`src/rtl/inta_sequencer_if.sv`:
```
// Bus bundle between the interrupt-acknowledge sequencer and its CPU-side/buffer-side peers.
// The slave modport is the sequencer; the master modport drives requests and INTA.
interface inta_sequencer_if;
    logic       inta_n;
    logic       mode;
    logic [7:0] irr;
    logic [7:0] imr;
    logic [4:0] vec_base;
    logic [2:0] addr_lo;
    logic [7:0] addr_hi;
    logic       eoi;

    logic       int_out;
    logic [7:0] isr;
    logic [7:0] clr_irr;
    logic [1:0] counter;
    logic [7:0] data_out;
    logic       data_en;

    modport master (
        output inta_n, mode, irr, imr, vec_base, addr_lo, addr_hi, eoi,
        input  int_out, isr, clr_irr, counter, data_out, data_en
    );

    modport slave (
        input  inta_n, mode, irr, imr, vec_base, addr_lo, addr_hi, eoi,
        output int_out, isr, clr_irr, counter, data_out, data_en
    );
endinterface

```
`src/rtl/inta_sequencer.sv`:
```
// Interrupt-acknowledge sequencer: fixed priority (IR0 highest), fully nested, 8086/8085 INTA
// byte sequencing, in-service register with non-specific EOI.
module inta_sequencer #(
    parameter int unsigned NUM_IRQ = 8
) (
    input  logic              clk,
    input  logic              rst_n,
    inta_sequencer_if.slave   bus
);

    localparam int unsigned LvlW = $clog2(NUM_IRQ);

    typedef enum logic [1:0] {StIdle, StAck1, StAck2, StAck3} state_e;

    state_e               r_state;
    state_e               w_state_d;

    logic                 r_inta_q;
    logic                 w_fall;
    logic                 w_rise;

    logic [NUM_IRQ-1:0]   w_isr_low;
    logic [NUM_IRQ-1:0]   w_mask;
    logic [NUM_IRQ-1:0]   w_elig;
    logic                 w_any;
    logic [LvlW-1:0]      w_lvl;
    logic [NUM_IRQ-1:0]   w_lvl_onehot;

    logic                 r_mode,     w_mode_d;
    logic [LvlW-1:0]      r_lvl,      w_lvl_d;
    logic [4:0]           r_vec_base, w_vec_base_d;
    logic [2:0]           r_addr_lo,  w_addr_lo_d;
    logic [7:0]           r_addr_hi,  w_addr_hi_d;
    logic                 r_int,      w_int_d;
    logic [NUM_IRQ-1:0]   r_isr,      w_isr_d;
    logic [NUM_IRQ-1:0]   r_clr_irr,  w_clr_irr_d;
    logic [1:0]           r_counter,  w_counter_d;
    logic [7:0]           r_data_out, w_data_out_d;
    logic                 r_data_en,  w_data_en_d;

    assign w_fall = r_inta_q & ~bus.inta_n;
    assign w_rise = ~r_inta_q & bus.inta_n;

    // Only requests strictly above the highest-priority in-service level may interrupt.
    // isr == 0 makes w_isr_low zero and the mask all ones.
    always_comb begin
        w_isr_low    = r_isr & (~r_isr + 1'b1);
        w_mask       = w_isr_low - 1'b1;
        w_elig       = bus.irr & ~bus.imr & w_mask;
        w_any        = |w_elig;
        w_lvl        = LvlW'(NUM_IRQ - 1);
        for (int i = NUM_IRQ - 1; i >= 0; i--) begin
            if (w_elig[i]) begin
                w_lvl = LvlW'(i);
            end
        end
        w_lvl_onehot = NUM_IRQ'(1) << w_lvl;
    end

    always_ff @(posedge clk or negedge rst_n) begin
        if (!rst_n) begin
            r_state <= StIdle;
        end else begin
            r_state <= w_state_d;
        end
    end

    always_comb begin
        w_state_d = r_state;
        case (r_state)
            StIdle: begin
                if (w_fall) begin
                    w_state_d = StAck1;
                end
            end
            StAck1: begin
                if (w_fall) begin
                    w_state_d = StAck2;
                end
            end
            StAck2: begin
                if (r_mode && w_rise) begin
                    w_state_d = StIdle;
                end else if (!r_mode && w_fall) begin
                    w_state_d = StAck3;
                end
            end
            StAck3: begin
                if (w_rise) begin
                    w_state_d = StIdle;
                end
            end
            default: w_state_d = StIdle;
        endcase
    end

    always_comb begin
        w_mode_d     = r_mode;
        w_lvl_d      = r_lvl;
        w_vec_base_d = r_vec_base;
        w_addr_lo_d  = r_addr_lo;
        w_addr_hi_d  = r_addr_hi;
        w_clr_irr_d  = '0;
        w_counter_d  = r_counter;
        w_data_out_d = r_data_out;
        w_data_en_d  = r_data_en;
        w_int_d      = (w_state_d == StIdle) && w_any;
        // EOI acts on the pre-acknowledge ISR; a coincident acknowledge ORs its bit in after.
        w_isr_d      = bus.eoi ? (r_isr & (r_isr - 1'b1)) : r_isr;

        case (r_state)
            StIdle: begin
                if (w_fall) begin
                    w_mode_d     = bus.mode;
                    w_lvl_d      = w_lvl;
                    w_vec_base_d = bus.vec_base;
                    w_addr_lo_d  = bus.addr_lo;
                    w_addr_hi_d  = bus.addr_hi;
                    w_counter_d  = 2'd1;
                    if (w_any) begin
                        w_isr_d     = w_isr_d | w_lvl_onehot;
                        w_clr_irr_d = w_lvl_onehot;
                    end
                    if (!bus.mode) begin
                        w_data_out_d = 8'hCD;
                        w_data_en_d  = 1'b1;
                    end
                end
            end
            StAck1: begin
                if (w_rise) begin
                    w_data_en_d = 1'b0;
                end else if (w_fall) begin
                    w_counter_d  = 2'd2;
                    w_data_out_d = r_mode ? {r_vec_base, r_lvl} : {r_addr_lo, r_lvl, 2'b00};
                    w_data_en_d  = 1'b1;
                end
            end
            StAck2: begin
                if (w_rise) begin
                    w_data_en_d = 1'b0;
                    if (r_mode) begin
                        w_counter_d = 2'd0;
                    end
                end else if (w_fall && !r_mode) begin
                    w_counter_d  = 2'd3;
                    w_data_out_d = r_addr_hi;
                    w_data_en_d  = 1'b1;
                end
            end
            StAck3: begin
                if (w_rise) begin
                    w_data_en_d = 1'b0;
                    w_counter_d = 2'd0;
                end
            end
            default: begin
                w_data_en_d = 1'b0;
                w_counter_d = 2'd0;
            end
        endcase
    end

    always_ff @(posedge clk or negedge rst_n) begin
        if (!rst_n) begin
            r_inta_q   <= 1'b1;
            r_mode     <= 1'b0;
            r_lvl      <= '0;
            r_vec_base <= '0;
            r_addr_lo  <= '0;
            r_addr_hi  <= '0;
            r_int      <= 1'b0;
            r_isr      <= '0;
            r_clr_irr  <= '0;
            r_counter  <= '0;
            r_data_out <= '0;
            r_data_en  <= 1'b0;
        end else begin
            r_inta_q   <= bus.inta_n;
            r_mode     <= w_mode_d;
            r_lvl      <= w_lvl_d;
            r_vec_base <= w_vec_base_d;
            r_addr_lo  <= w_addr_lo_d;
            r_addr_hi  <= w_addr_hi_d;
            r_int      <= w_int_d;
            r_isr      <= w_isr_d;
            r_clr_irr  <= w_clr_irr_d;
            r_counter  <= w_counter_d;
            r_data_out <= w_data_out_d;
            r_data_en  <= w_data_en_d;
        end
    end

    assign bus.int_out  = r_int;
    assign bus.isr      = r_isr;
    assign bus.clr_irr  = r_clr_irr;
    assign bus.counter  = r_counter;
    assign bus.data_out = r_data_out;
    assign bus.data_en  = r_data_en;

endmodule

```
`src/flat_wrapper.sv`:
```
// flat-port wrapper written by rule: the top's interface ports become plain ports
module inta_sequencer_flat 
#(
    parameter int unsigned NUM_IRQ = 8
)
  (clk, rst_n, bus_inta_n, bus_mode, bus_irr, bus_imr, bus_vec_base, bus_addr_lo, bus_addr_hi, bus_eoi, bus_int_out, bus_isr, bus_clr_irr, bus_counter, bus_data_out, bus_data_en);
  inta_sequencer_if bus_i ();
  input  logic clk;
  input  logic rst_n;
  input wire logic [$bits(bus_i.inta_n)-1:0] bus_inta_n;
  input wire logic [$bits(bus_i.mode)-1:0] bus_mode;
  input wire logic [$bits(bus_i.irr)-1:0] bus_irr;
  input wire logic [$bits(bus_i.imr)-1:0] bus_imr;
  input wire logic [$bits(bus_i.vec_base)-1:0] bus_vec_base;
  input wire logic [$bits(bus_i.addr_lo)-1:0] bus_addr_lo;
  input wire logic [$bits(bus_i.addr_hi)-1:0] bus_addr_hi;
  input wire logic [$bits(bus_i.eoi)-1:0] bus_eoi;
  output wire logic [$bits(bus_i.int_out)-1:0] bus_int_out;
  output wire logic [$bits(bus_i.isr)-1:0] bus_isr;
  output wire logic [$bits(bus_i.clr_irr)-1:0] bus_clr_irr;
  output wire logic [$bits(bus_i.counter)-1:0] bus_counter;
  output wire logic [$bits(bus_i.data_out)-1:0] bus_data_out;
  output wire logic [$bits(bus_i.data_en)-1:0] bus_data_en;
  assign bus_i.inta_n = bus_inta_n;
  assign bus_i.mode = bus_mode;
  assign bus_i.irr = bus_irr;
  assign bus_i.imr = bus_imr;
  assign bus_i.vec_base = bus_vec_base;
  assign bus_i.addr_lo = bus_addr_lo;
  assign bus_i.addr_hi = bus_addr_hi;
  assign bus_i.eoi = bus_eoi;
  assign bus_int_out = bus_i.int_out;
  assign bus_isr = bus_i.isr;
  assign bus_clr_irr = bus_i.clr_irr;
  assign bus_counter = bus_i.counter;
  assign bus_data_out = bus_i.data_out;
  assign bus_data_en = bus_i.data_en;
  inta_sequencer #(.NUM_IRQ(NUM_IRQ)) u_core (.clk(clk), .rst_n(rst_n), .bus(bus_i));
endmodule
```
`config.mk`:
```
export PLATFORM = sky130hd
export DESIGN_NAME = inta_sequencer_flat
export DESIGN_NICKNAME = d
export VERILOG_FILES = /design/src/rtl/inta_sequencer_if.sv /design/src/rtl/inta_sequencer.sv /design/src/flat_wrapper.sv
export SDC_FILE = /design/constraint.sdc
export NUM_CORES = 1
export LEC_CHECK = 0
export BUFFER_PORTS_ARGS = -buffer_cell sky130_fd_sc_hd__clkbuf_2
export CORE_MARGIN = 2
export CORE_UTILIZATION = 45
export CTS_BUF_LIST = sky130_fd_sc_hd__clkbuf_4
export DETAILED_ROUTE_END_ITERATION = 12
export GPL_TIMING_DRIVEN = 0
export PLACE_DENSITY = 0.74
export SYNTH_ARGS = -nofsm -noshare
export SYNTH_HDL_FRONTEND = slang
export SYNTH_SLANG_ARGS = --single-unit
export TNS_END_PERCENT = 20
```
`constraint.sdc`:
```
create_clock -name clk -period 5.3 [get_ports clk]
set_clock_uncertainty 0.1 [all_clocks]
set_input_delay 0.265 -clock clk [delete_from_list [all_inputs] [get_ports clk]]
set_output_delay 0.265 -clock clk [all_outputs]
set_load 0.01 [all_outputs]
```
; ---- Yosys cells after proc, flatten, opt, wreduce, memory -nomap -nowiden
; Cells that the tools add are included.
; Widths: inputs -> output; s select.
[op_classes]
addsub = 3
n_mux = 44
bitwise = 11
n_shift = 1
reduce_logical = 12
n_eq_ne = 13
[ops]
columns = operator, count
row1 = $mux 8, 14
row2 = $and 8x8->8, 4
row3 = $mux 2, 12
row4 = $pmux 8 s3, 1
row5 = $mux 3, 6
row6 = $not 8->8, 2
row7 = $pmux 2 s4, 2
row8 = $sub 8x1->8 const B, 2
row9 = $add 8x1->8 const B, 1
row10 = $mux 1, 8
row11 = $ne 2x1->1 const B, 4
row12 = $or 8x8->8, 1
row13 = $reduce_or 8->1, 1
row14 = $shl 1x3->8 const A, 1
row15 = $reduce_and 7->1, 1
row16 = $ne 2x2->1 const B, 3
row17 = $ne 3x1->1 const B, 2
row18 = $reduce_and 6->1, 1
row19 = $reduce_and 5->1, 1
row20 = $eq 2x2->1 const B, 2
row21 = $logic_not 2->1, 2
row22 = $pmux 1 s4, 1
row23 = $logic_and 1x1->1, 3
row24 = $ne 3x3->1 const B, 1
row25 = 6 further kinds, 8
[totals]
word_cells = 97
output_inout_bits = 28
regBits = 51
input_bits = 37

; ---- Depth between registers and ports, before layout
; Gate-level depths: netlist (run 1).
[logic_depth]
ltp_word = 17
mapped_depth = 8

; ---- Worst setup path before layout (run 1)
; OpenSTA, ideal clock, no wires.
[synth_path]
path_kind = register to register
startpoint = reg u_core.r_state[0]
endpoint = reg u_core.r_counter[1], in the netlist u_core.bus.counter[1]
path_slack_ps = 3456
required_ps = 5075
arrival_time_ps = 1619
path_stages_with_launch = 7
cell_sequence = dfrtp_1 -> inv_1 -> ha_1 -> clkbuf_1 -> a21oi_1 -> o31ai_1 -> mux2_2
[synth_via]
elab_chain_len = 3
elab_cells_between_ends = 12
[synth_lines]
columns = item, line
row1 = "start, declared", inta_sequencer.sv:15  ; state_e r_state;
row2 = "start signal, assigned", inta_sequencer.sv:62  ; r_state <= StIdle;
row3 = "start signal, assigned", inta_sequencer.sv:64  ; r_state <= w_state_d;
row4 = "$eq 2x2->1, or another cell as far along", inta_sequencer.sv:111  ; case (r_state)
row5 = "$ne 3x3->1 (no source line), or another cell as far along", n/a
row6 = $reduce_and 6->1 (no source line), n/a
row7 = "end signal, assigned", inta_sequencer.sv:188  ; r_counter <= w_counter_d;
row8 = "end, declared", inta_sequencer.sv:37  ; logic [1:0] r_counter, w_counter_d;
; Several ways; a longest one is shown, not always the timed one.
; A chain may end at the register's enable or synchronous reset.

; ---- Final worst setup path (run 1)
[layout_path]
startpoint = reg u_core.r_state[1]
endpoint = reg u_core.r_addr_hi[1]
[layout_via]
elab_chain_len = 2
[layout_lines]
columns = item, line
row1 = $logic_not 2->1, inta_sequencer.sv:111
row2 = $reduce_and 2->1 (no source line), n/a
row3 = "end signal, assigned", inta_sequencer.sv:184  ; r_addr_hi <= w_addr_hi_d;
row4 = "end, declared", inta_sequencer.sv:33  ; logic [7:0] r_addr_hi, w_addr_hi_d;
; No other way between the ends.

==> results.json, run 1 <==
{
  "drc": 0,
  "path_clk_slew_ps": 140,
  "cp_max_fo": 10,
  "min_period_ps": 2204,
  "place_congestion": 0.8954,
  "dpl_cell_area_mm2": 0.002853,
  "hold-worst-slack_ps": 20.16,
  "drive_gt1_share_pct": 24.72,
  "max_slew.worst_pin.slew_ps": 539.4,
  "hold_class": "in2reg",
  "sequentialPowerShare_pct": 43.3,
  "synth_seq_area_share_pct": 52.25,
  "clockBufferDepth": 2,
  "synth_top_cells_by_count": "82 x nand2_1, 50 x dfrtp_1, 21 x o21ai_0",
  "wl_per_cell_um": 13.19,
  "yosysMostFrequentCell": "nand2_1",
  "status": "completed",
  "ant_nets": 0,
  "firstDrtPassIters": 4,
  "p_sw_share_pct": 39.94,
  "worst_slew_margin_rel_pct": 63.76,
  "grt_pass1_vias": 2092,
  "r2r-end": "u_core.r_addr_hi[1]",
  "power.density_mw_per_mm2": 451.8,
  "maxCapViolCount": 0,
  "yosysUniqueCellTypes": 40,
  "synth_area_mm2": 0.002445,
  "fillCellCount": 467,
  "slew_viol_final": 0,
  "grt-ovfl-total": 0,
  "syn-num-nets": 307,
  "synth_warnings": 0,
  "critPathRequiredTime_ps": 5510,
  "worstSkewPairLatency_ps": 360,
  "hold_end": "u_core.r_mode",
  "initial_utilization_pct": 47.27,
  "regToRegStartpoint": "u_core.r_state[1]",
  "antenna_found_initial": 0,
  "grtUsageTotal_pct": 20.03,
  "grt_setup_unrepaired": "false",
  "synth_flop_cell": "dfrtp_1",
  "grt_max_degree": 52,
  "power.switching_w": 0.0005613,
  "power_frac_comb_pct": 44.0,
  "p_int_w": 0.0008440,
  "via_per_inst": 5.120,
  "numPlacedInstances": 399,
  "h-tree-depth": 2,
  "hp-start": "bus_mode",
  "routed_wl_mm": 5.617,
  "hold_depth": 3,
  "dieWidth_um": 77.71,
  "core_mm2": 0.005172,
  "areaGrowthSynthToFinish_pct": 27.23,
  "stdcell_count": 426,
  "antenna_cells": 0,
  "pwr-share-clk_pct": 12.7,
  "place_hpwl_mm": 4.047,
  "pre_cts_ws_ps": 3135,
  "avgSynthCellArea_um2": 9.226,
  "cp.arrival_ps": 2420,
  "dieHeight_um": 77.71,
  "crit_type": "reg2reg",
  "leakage_nw": 1.595,
  "finalSetupViolCount": 0,
  "ys_ff_latch": 51,
  "synth_edf_count": 0,
  "synth.top_cell.area_share_pct": 51.18,
  "tns_ps": 0,
  "ioPinCount": 65,
  "cts_buffers": 5,
  "fin_crit_sh_pct": 41.59,
  "vias": 2181,
  "cts_root_buffer": "clkbuf_4",
  "cp-end-kind": "flop",
  "grt_pass1_wl_mm": 9.611,
  "r2r_cells": 7,
  "cts_tree": "done",
  "port_buffers": 64,
  "crit_path_start_kind": "flop",
  "cts_setup_buffers": 0,
  "setup_slack_ps": 3096,
  "regToRegSetupSlack_ps": 3100,
  "layout.nets": 397,
  "synth_largest_area_cell": "dfrtp_1",
  "cp-startpoint": "u_core.r_state[1]",
  "cts.sinks": 51,
  "die_area_mm2": 0.006039,
  "hold_violations": 0,
  "ir_drop_uv": 170.8,
  "drt_iter0_drc": 179,
  "stdcell_area_mm2": 0.003110,
  "synth_cells": 265,
  "fmax_ghz": 0.4537,
  "synth_area_leaders": "dfrtp_1 51%, nand2_1 13%, o21ai_0 4.3%",
  "async_flop_share_pct": 100.0,
  "row_count": 26
}
-- power by group through the flow --
stage / logic [W] / registers (W) / clock network, W
after detailed placement: 0.000608 / 0.000617 / 0
after floorplan: 0.000414 / 0.000623 / 0
after global routing: 0.000703 / 0.000627 / 0.000203
final: 0.000619 / 0.000609 / 0.000178
after global placement: 0.000596 / 0.000610 / 0
after CTS: 0.000619 / 0.000609 / 0.000184
-- per-stage QoR --
step | power [W] | util, %
after detailed placement | 0.001225 | 55.15
final | 0.001405 | 60.14
after CTS | 0.001412 | 59.55
after global placement | 0.001205 | 55.15
after global routing | 0.001533 | 60.14
after floorplan | 0.001037 | -
-- critical path: stages (launching register included) --
cell	delay [ps]
dfrtp_1	490
inv_1	130
ha_1	270
and2_1	150
clkbuf_1	410
clkbuf_1	400
nand2_1	130
nand2_1	70
-- layout by cell type (no fill, tap or decap), drive strengths merged, types with 5 or more instances in the layout --
cell and n:
nand2 82, clkbuf 79, dfrtp 50, o21ai 22, dlygate4sd3 18, nor2 12
a21oi 10, mux2 8, inv 7, a21o 5, ha 5, nor3 5
-- cell type report --
class	count	area [um^2]	share of cell area [%]
inverters	7	26.28	0.8447
plain buffers	10	37.54	1.207
repair buffers	83	520.5	16.73
flip-flops and latches	51	1277	41.07
clock inverters	2	12.51	0.4023
clock buffers	6	45.04	1.448
multi-input cells	197	1104	35.48
well taps	70	87.58	2.816
-- flip-flops by register name, summed over array words and instances, names as in the netlist, 2 cells and up --
register and flops:
u_core.r_lvl 3, u_core.bus.data_out 8, u_core.bus.isr 8, u_core.r_addr_hi 8, u_core.bus.clr_irr 8, u_core.r_addr_lo 3, u_core.r_vec_base 5, u_core.bus.counter 2
u_core.r_state 2
-- repair_timing --
action / in CTS / in global routing
gates resized for setup: 0 / 0
hold buffers: 17 / 1
endpoints found under the hold margin: 17 / 51
-- worst max-delay path by stage --
stage	endpoint	cells after the start	slack, ps
detailed placement	u_core.r_addr_hi[1]	7	3140
floorplan	u_core.bus.counter[1]	6	3460
finish	u_core.r_addr_hi[1]	7	3100
global route	u_core.r_addr_hi[6]	7	2930
global placement	u_core.r_addr_hi[3]	7	3180
CTS	u_core.r_addr_hi[1]	7	3100
-- logic make-up after synthesis --
kind of cell    Yosys count  share of synthesized area (%)
simple gates            124                          23.03
flops                    51                          52.25
compound gates           59                          15.46
mux                       9                          4.094
fa+ha+maj                 5                          2.559
buf+inv                  17                          2.610
-- routing by layer --
layer / vias up / part of all wire (%) / GRT usage (%)
li1: 1084 / - / -
met1: 1027 / 47 / 26.87
met2: 62 / 47 / 32.67
met3: 8 / 4.5 / 3.953
met4: 0 / 1.5 / 6.429
met5: - / 0 / 0
Note: power is estimated with default switching activity, not from simulation.
==> run 2: changes to the inputs <==
ABC_AREA = 1   (was unset)
PLACE_DENSITY = 0.76   (was 0.74)
clock period = 1.9 ns   (was 5.3 ns; I/O delays follow)
==> run 2 against run 1 <==
- design area rose by 5.3%
- via count grew 7.0%
- first-iteration DRC count down 39%
- synthesized cell count up 19%
- hold slack better by 39 ps
- critical path type unchanged
- setup slack got worse by 3000 ps
- critical path depth decreased by 1
- total power grew to 3.0 times the previous value
- register-to-register slack worse by 3000 ps
- combinational power grew to 3.4 times the previous value
- largest power group unchanged
==> results.json, run 2 <==
{
  "hold_violations": 0,
  "ioPinCount": 65,
  "drive_gt1_share_pct": 28.05,
  "dieWidth_um": 78.96,
  "leakage_nw": 1.858,
  "vias": 2333,
  "async_flop_share_pct": 100.0,
  "ys_ff_latch": 51,
  "die_area_mm2": 0.006235,
  "antenna_found_initial": 0,
  "grt_max_degree": 52,
  "layout.nets": 451,
  "ant_nets": 0,
  "via_per_inst": 4.840,
  "synthMuxAreaShare_pct": 0.8906,
  "grtUsageTotal_pct": 19.93,
  "synth_area_leaders": "dfrtp_1 49%, nand2_1 14%, inv_1 6.4%",
  "grt_pass1_vias": 2274,
  "drc": 0,
  "synth_flop_cell": "dfrtp_1",
  "place_congestion": 0.9083,
  "synth_top_family_by_area": "simple AND/OR/NAND/NOR gates",
  "hold-worst-slack_ps": 59.25,
  "hold_end": "u_core.bus.clr_irr[0]",
  "total_power_w": 0.004277,
  "yosysMostFrequentCell": "nand2_1",
  "cts_root_buffer": "clkbuf_4",
  "synth_largest_area_cell": "dfrtp_1",
  "power.density_mw_per_mm2": 1305,
  "synth_warnings": 0,
  "row_count": 27,
  "synth_top_cells_by_count": "97 x nand2_1, 50 x dfrtp_1, 43 x inv_1",
  "dieHeight_um": 78.96,
  "synth_area_mm2": 0.002529,
  "fin_crit_sh_pct": 95.06,
  "slew_viol_final": 0,
  "worstSkewPairLatency_ps": 370,
  "cts_buffers": 5,
  "regToRegStartpoint": "u_core.r_state[1]",
  "layout_common_cells": "94 x nand2_1, 65 x clkbuf_2, 50 x dfrtp_1",
  "worst_slew_margin_rel_pct": 63.63,
  "fmax_ghz": 0.5537,
  "synth_seq_area_share_pct": 50.52,
  "clockBufferDepth": 2,
  "cts_tree": "done",
  "regToRegSetupSlack_ps": 90,
  "wl_per_cell_um": 12.30,
  "syn-num-nets": 357,
  "critPathRequiredTime_ps": 2070,
  "synthAdderAreaFrac_pct": 2.474,
  "cp_max_fo": 5,
  "avgSynthCellArea_um2": 8.028,
  "grt_pass1_wl_mm": 9.818,
  "hold_depth": 4,
  "firstDrtPassIters": 5,
  "path_clk_slew_ps": 150,
  "cp.arrival_ps": 1980,
  "hold_class": "in2reg",
  "ir_drop_uv": 567.0,
  "antenna_cells": 0,
  "crit_path_start_kind": "flop",
  "synthSimpleGateAreaFrac_pct": 27.86,
  "synth.top_cell.area_share_pct": 49.48,
  "pre_cts_ws_ps": -73.83,
  "max_slew.worst_pin.slew_ps": 545.5,
  "synth_cells": 315,
  "drt_iter0_drc": 110,
  "cp-end-kind": "flop",
  "setup_slack_ps": 93.83,
  "areaGrowthSynthToFinish_pct": 29.59,
  "grt_setup_unrepaired": "true",
  "core_mm2": 0.005473,
  "initial_utilization_pct": 46.20,
  "synth_edf_count": 0,
  "crit_type": "reg2reg",
  "port_buffers": 64,
  "synth_compound_area_share_pct": 9.500,
  "synthXorXnorAreaFrac_pct": 0,
  "h-tree-depth": 2,
  "final_common_cell": "nand2_1",
  "hp-start": "bus_imr[0]",
  "status": "completed",
  "place_hpwl_mm": 4.315,
  "min_period_ps": 1806,
  "cts.sinks": 51,
  "finalSetupViolCount": 0,
  "r2r_cells": 6,
  "routed_wl_mm": 5.929,
  "grt-ovfl-total": 0,
  "yosysUniqueCellTypes": 29,
  "maxCapViolCount": 0,
  "r2r-end": "u_core.bus.data_out[5]"
}
## run 2: cell count changes after synthesis, moves of 5 or more
| cell | before | now |
|---|---|---|
| a31oi_1 | 2 | 7 |
| nor2_1 | 12 | 29 |
| clkbuf_1 | 10 | 2 |
| nand3_1 | 4 | 10 |
| nor2_2 | 0 | 5 |
| nand2_1 | 82 | 97 |
| nand4_1 | 0 | 7 |
| inv_1 | 7 | 43 |
| nand2_2 | 0 | 6 |
| a21o_1 | 5 | 0 |
| mux2_2 | 8 | 2 |
## run 2: cell families (layout without fill, tap and decap cells)
kind of cell | Yosys count | count (layout)
and+or+nand+nor | 161 | 161
buffers and inverters | 54 | 149
DFF | 51 | 51
AOI/OAI and AO/OA | 42 | 42
adders and majority gates | 5 | 5
muxes | 2 | 2
## run 2: report_power, final
part | switching (W) | leakage [nW] | internal (W)
Sequential | 0.000222 | 0.647 | 0.00145
Clock | 0.000355 | 0.0331 | 0.000152
Combinational | 0.00127 | 1.18 | 0.000827
Total | 0.00185 | 1.86 | 0.00243
## run 2: routing by layer
metal  up-vias  GRT usage [%]  routed length, um
met5         -              0                  0
met4         0          6.552                 80
met3         9          3.523                245
met2        58          34.49               2995
met1      1080          25.32               2608
li1       1186              -                  -
## run 2: area by class of cell
type | count | area (um^2)
clock inverters | 3 | 23.77
well taps | 72 | 90.09
fillers | 514 | 2196
inverters | 47 | 176.4
plain buffers | 7 | 58.81
multi-input cells | 210 | 1057
repair buffers | 87 | 555.5
flip-flops and latches | 51 | 1277
clock buffers | 5 | 37.54
## run 2: critical path: stages, from the launching register on
cell	delay, ps
dfrtp_1	450
inv_2	100
ha_1	200
inv_1	150
o21ai_2	100
nor3_4	240
mux2_2	370
## run 2: through the flow
| stage | cells | TNS (ps) | utilization (%) | instance area (um^2) |
|---|---|---|---|---|
| 3_5_place_dp | 451 | -288.1 | 53.70 | 2939 |
| 5_1_grt | 482 | -88.77 | 59.88 | 3277 |
| 2_1_floorplan | 315 | 0 | - | 2529 |
| 3_3_place_gp | 451 | -64.23 | 53.70 | 2939 |
| 4_1_cts | 480 | -3.766 | 58.71 | 3213 |
| 6_report | 482 | 0 | 59.88 | 3277 |
## run 2: repair_timing
action                                  in CTS  in global routing
gates resized for setup                      2                 18
hold buffers                                20                  0
hold endpoints to repair                    73                  0
gates cloned                                 0                  0
pin swaps                                    1                  1
endpoints found under the setup margin       9                 41
setup buffers                                1                  1
## run 2: worst max path at each step
stage,start,end,slack (ps),depth (start not counted)
after floorplan,u_core.r_state[1],u_core.bus.data_out[4],180,6
after global placement,u_core.r_state[1],u_core.bus.data_out[4],-30,6
after detailed placement,u_core.r_state[1],u_core.bus.data_out[4],-70,6
after CTS,u_core.r_state[1],u_core.bus.data_out[5],-4,6
after global routing,u_core.r_state[0],u_core.bus.counter[1],-70,12
final,u_core.r_state[1],u_core.bus.data_out[5],90,6
==> run 3: changes to the inputs <==
GPL_TIMING_DRIVEN = unset   (was 0)
==> run 3 against run 2 <==
- setup slack improved by 33 ps
- critical endpoint is now u_core.bus.data_out[4]
- largest power group unchanged
- sequential share of layout area up 0.57 points
- register-to-register slack improved by 30 ps
- total power is 1.9% lower
==> results.json, run 3 (same netlist as run 2, synthesis figures left out) <==
{
  "status": "completed",
  "path_common_cell": "nand2_1",
  "hold_depth": 4,
  "place_congestion": 0.9217,
  "final_common_cell": "nand2_1",
  "fin_util_pct": 59.08,
  "finalSetupViolCount": 0,
  "stdcell_area_mm2": 0.003233,
  "via_per_inst": 4.825,
  "antenna_cells": 0,
  "fmax_ghz": 0.5641,
  "layout.nets": 450,
  "grtUsageTotal_pct": 19.55,
  "antenna_found_initial": 0,
  "crit_buf_inv": 1,
  "crit_type": "reg2reg",
  "initial_utilization_pct": 46.20,
  "hold_class": "in2reg",
  "power.density_mw_per_mm2": 1298,
  "dieHeight_um": 78.96,
  "firstDrtPassIters": 5,
  "grt-ovfl-total": 0,
  "drive_gt1_share_pct": 26.89,
  "critPathRequiredTime_ps": 2090,
  "grt_max_degree": 52,
  "worstSkewPairLatency_ps": 380,
  "setup_slack_ps": 127.2,
  "die_area_mm2": 0.006235,
  "max_slew.worst_pin.slew_ps": 640.6,
  "cts_root_buffer": "clkbuf_4",
  "grt_pass1_vias": 2196,
  "path_clk_slew_ps": 150,
  "r2r_cells": 6,
  "cp-end-kind": "flop",
  "wl_per_cell_um": 11.99,
  "fin_crit_sh_pct": 93.30,
  "drc": 0,
  "place_hpwl_mm": 4.213,
  "cts_tree": "done",
  "h-tree-depth": 2,
  "multi_input_area_mm2": 0.001040,
  "critPathMaxStageDelay_ps": 420,
  "areaGrowthSynthToFinish_pct": 27.86,
  "dieWidth_um": 78.96,
  "ant_nets": 0,
  "drt_iter0_drc": 192,
  "seq_area_mm2": 0.001279,
  "cp.arrival_ps": 1960,
  "row_count": 27,
  "cpMaxStageDelayCell": "dfrtp_1",
  "cp_max_fo": 5,
  "slew_viol_final": 0,
  "worst_slew_margin_rel_pct": 57.29,
  "grt_pass1_wl_mm": 9.673,
  "cts_buffers": 5,
  "hold_violations": 0,
  "crit_family": "simple AND/OR/NAND/NOR gates",
  "layout_common_cells": "96 x nand2_1, 64 x clkbuf_2, 49 x dfrtp_1",
  "fillCellCount": 520,
  "vias": 2321,
  "min_period_ps": 1773,
  "core_mm2": 0.005473,
  "crit_cells": 6,
  "maxCapViolCount": 0,
  "leakage_nw": 1.850,
  "clockBufferDepth": 2,
  "routed_wl_mm": 5.765,
  "hold-worst-slack_ps": 116.0,
  "crit_chain": "inv_2 -> ha_1 -> nand2_1 -> nand2_1 -> nor3_4 -> mux2_2",
  "pre_cts_ws_ps": 85.43,
  "ioPinCount": 65,
  "port_buffers": 64,
  "cts.sinks": 51,
  "crit_path_start_kind": "flop",
  "dpl_cell_area_mm2": 0.002939,
  "ir_drop_uv": 672.6
}
-- run 3: report_power, final --
| group | total, W | internal [W] | switching (W) |
|---|---|---|---|
| clock network | 0.000486 | 0.000145 | 0.000341 |
| logic | 0.00202 | 0.000796 | 0.00122 |
| registers | 0.00169 | 0.00145 | 0.000235 |
| total | 0.00420 | 0.00240 | 0.00180 |
-- run 3: worst paths after layout --
path                                      startpoint                endpoint  slack [ps]
worst max register to register     u_core.r_state[1]  u_core.bus.data_out[4]         130
worst max-delay path               u_core.r_state[1]  u_core.bus.data_out[4]         130
max in group asynchronous                      rst_n    u_core.r_vec_base[4]        1010
worst min-delay path                      bus_imr[0]   u_core.bus.clr_irr[0]         120
min in group asynchronous                      rst_n       u_core.r_state[1]         230
worst min register to register  u_core.r_vec_base[2]    u_core.r_vec_base[2]         380
-- run 3: tightest hold or removal path, stage by stage --
cell	delay, ps
clkbuf_2	80
nor3_2	60
inv_1	170
nor3_1	140
-- run 3: what timing repair did --
| item | in CTS | in global routing |
|---|---|---|
| setup endpoints to repair | 0 | 43 |
| hold buffers | 20 | 0 |
| buffers inserted | 0 | 3 |
| endpoints found under the hold margin | 72 | 0 |
| resized for setup | 0 | 8 |
-- run 3: area by class of cell --
| type | count | area share (%) |
|---|---|---|
| flip-flops and latches | 51 | 39.55 |
| multi-input cells | 210 | 32.16 |
| repair buffers | 93 | 18.30 |
| inverters | 47 | 5.457 |
| well taps | 72 | 2.786 |
| clock buffers | 5 | 1.161 |
| clock inverters | 3 | 0.5805 |
-- run 3: per-stage QoR --
step | TNS [ps] | power (W) | std cells
after global routing | -16.57 | 0.004581 | 481
final | 0 | 0.004197 | 481
after detailed placement | 0 | 0.003608 | 450
after floorplan | 0 | 0.003067 | 315
after CTS | 0 | 0.004133 | 478
after global placement | 0 | 0.003551 | 450
-- run 3: routing by layer --
metal	part of all wire [%]	vias to the layer above	GRT usage (%)	wire length, um
li1	-	1179	-	-
met1	44	1078	25.54	2531
met2	51	56	33.05	2942
met3	3.7	8	3.523	215
met4	1.3	0	6.207	76
met5	0	-	0	0
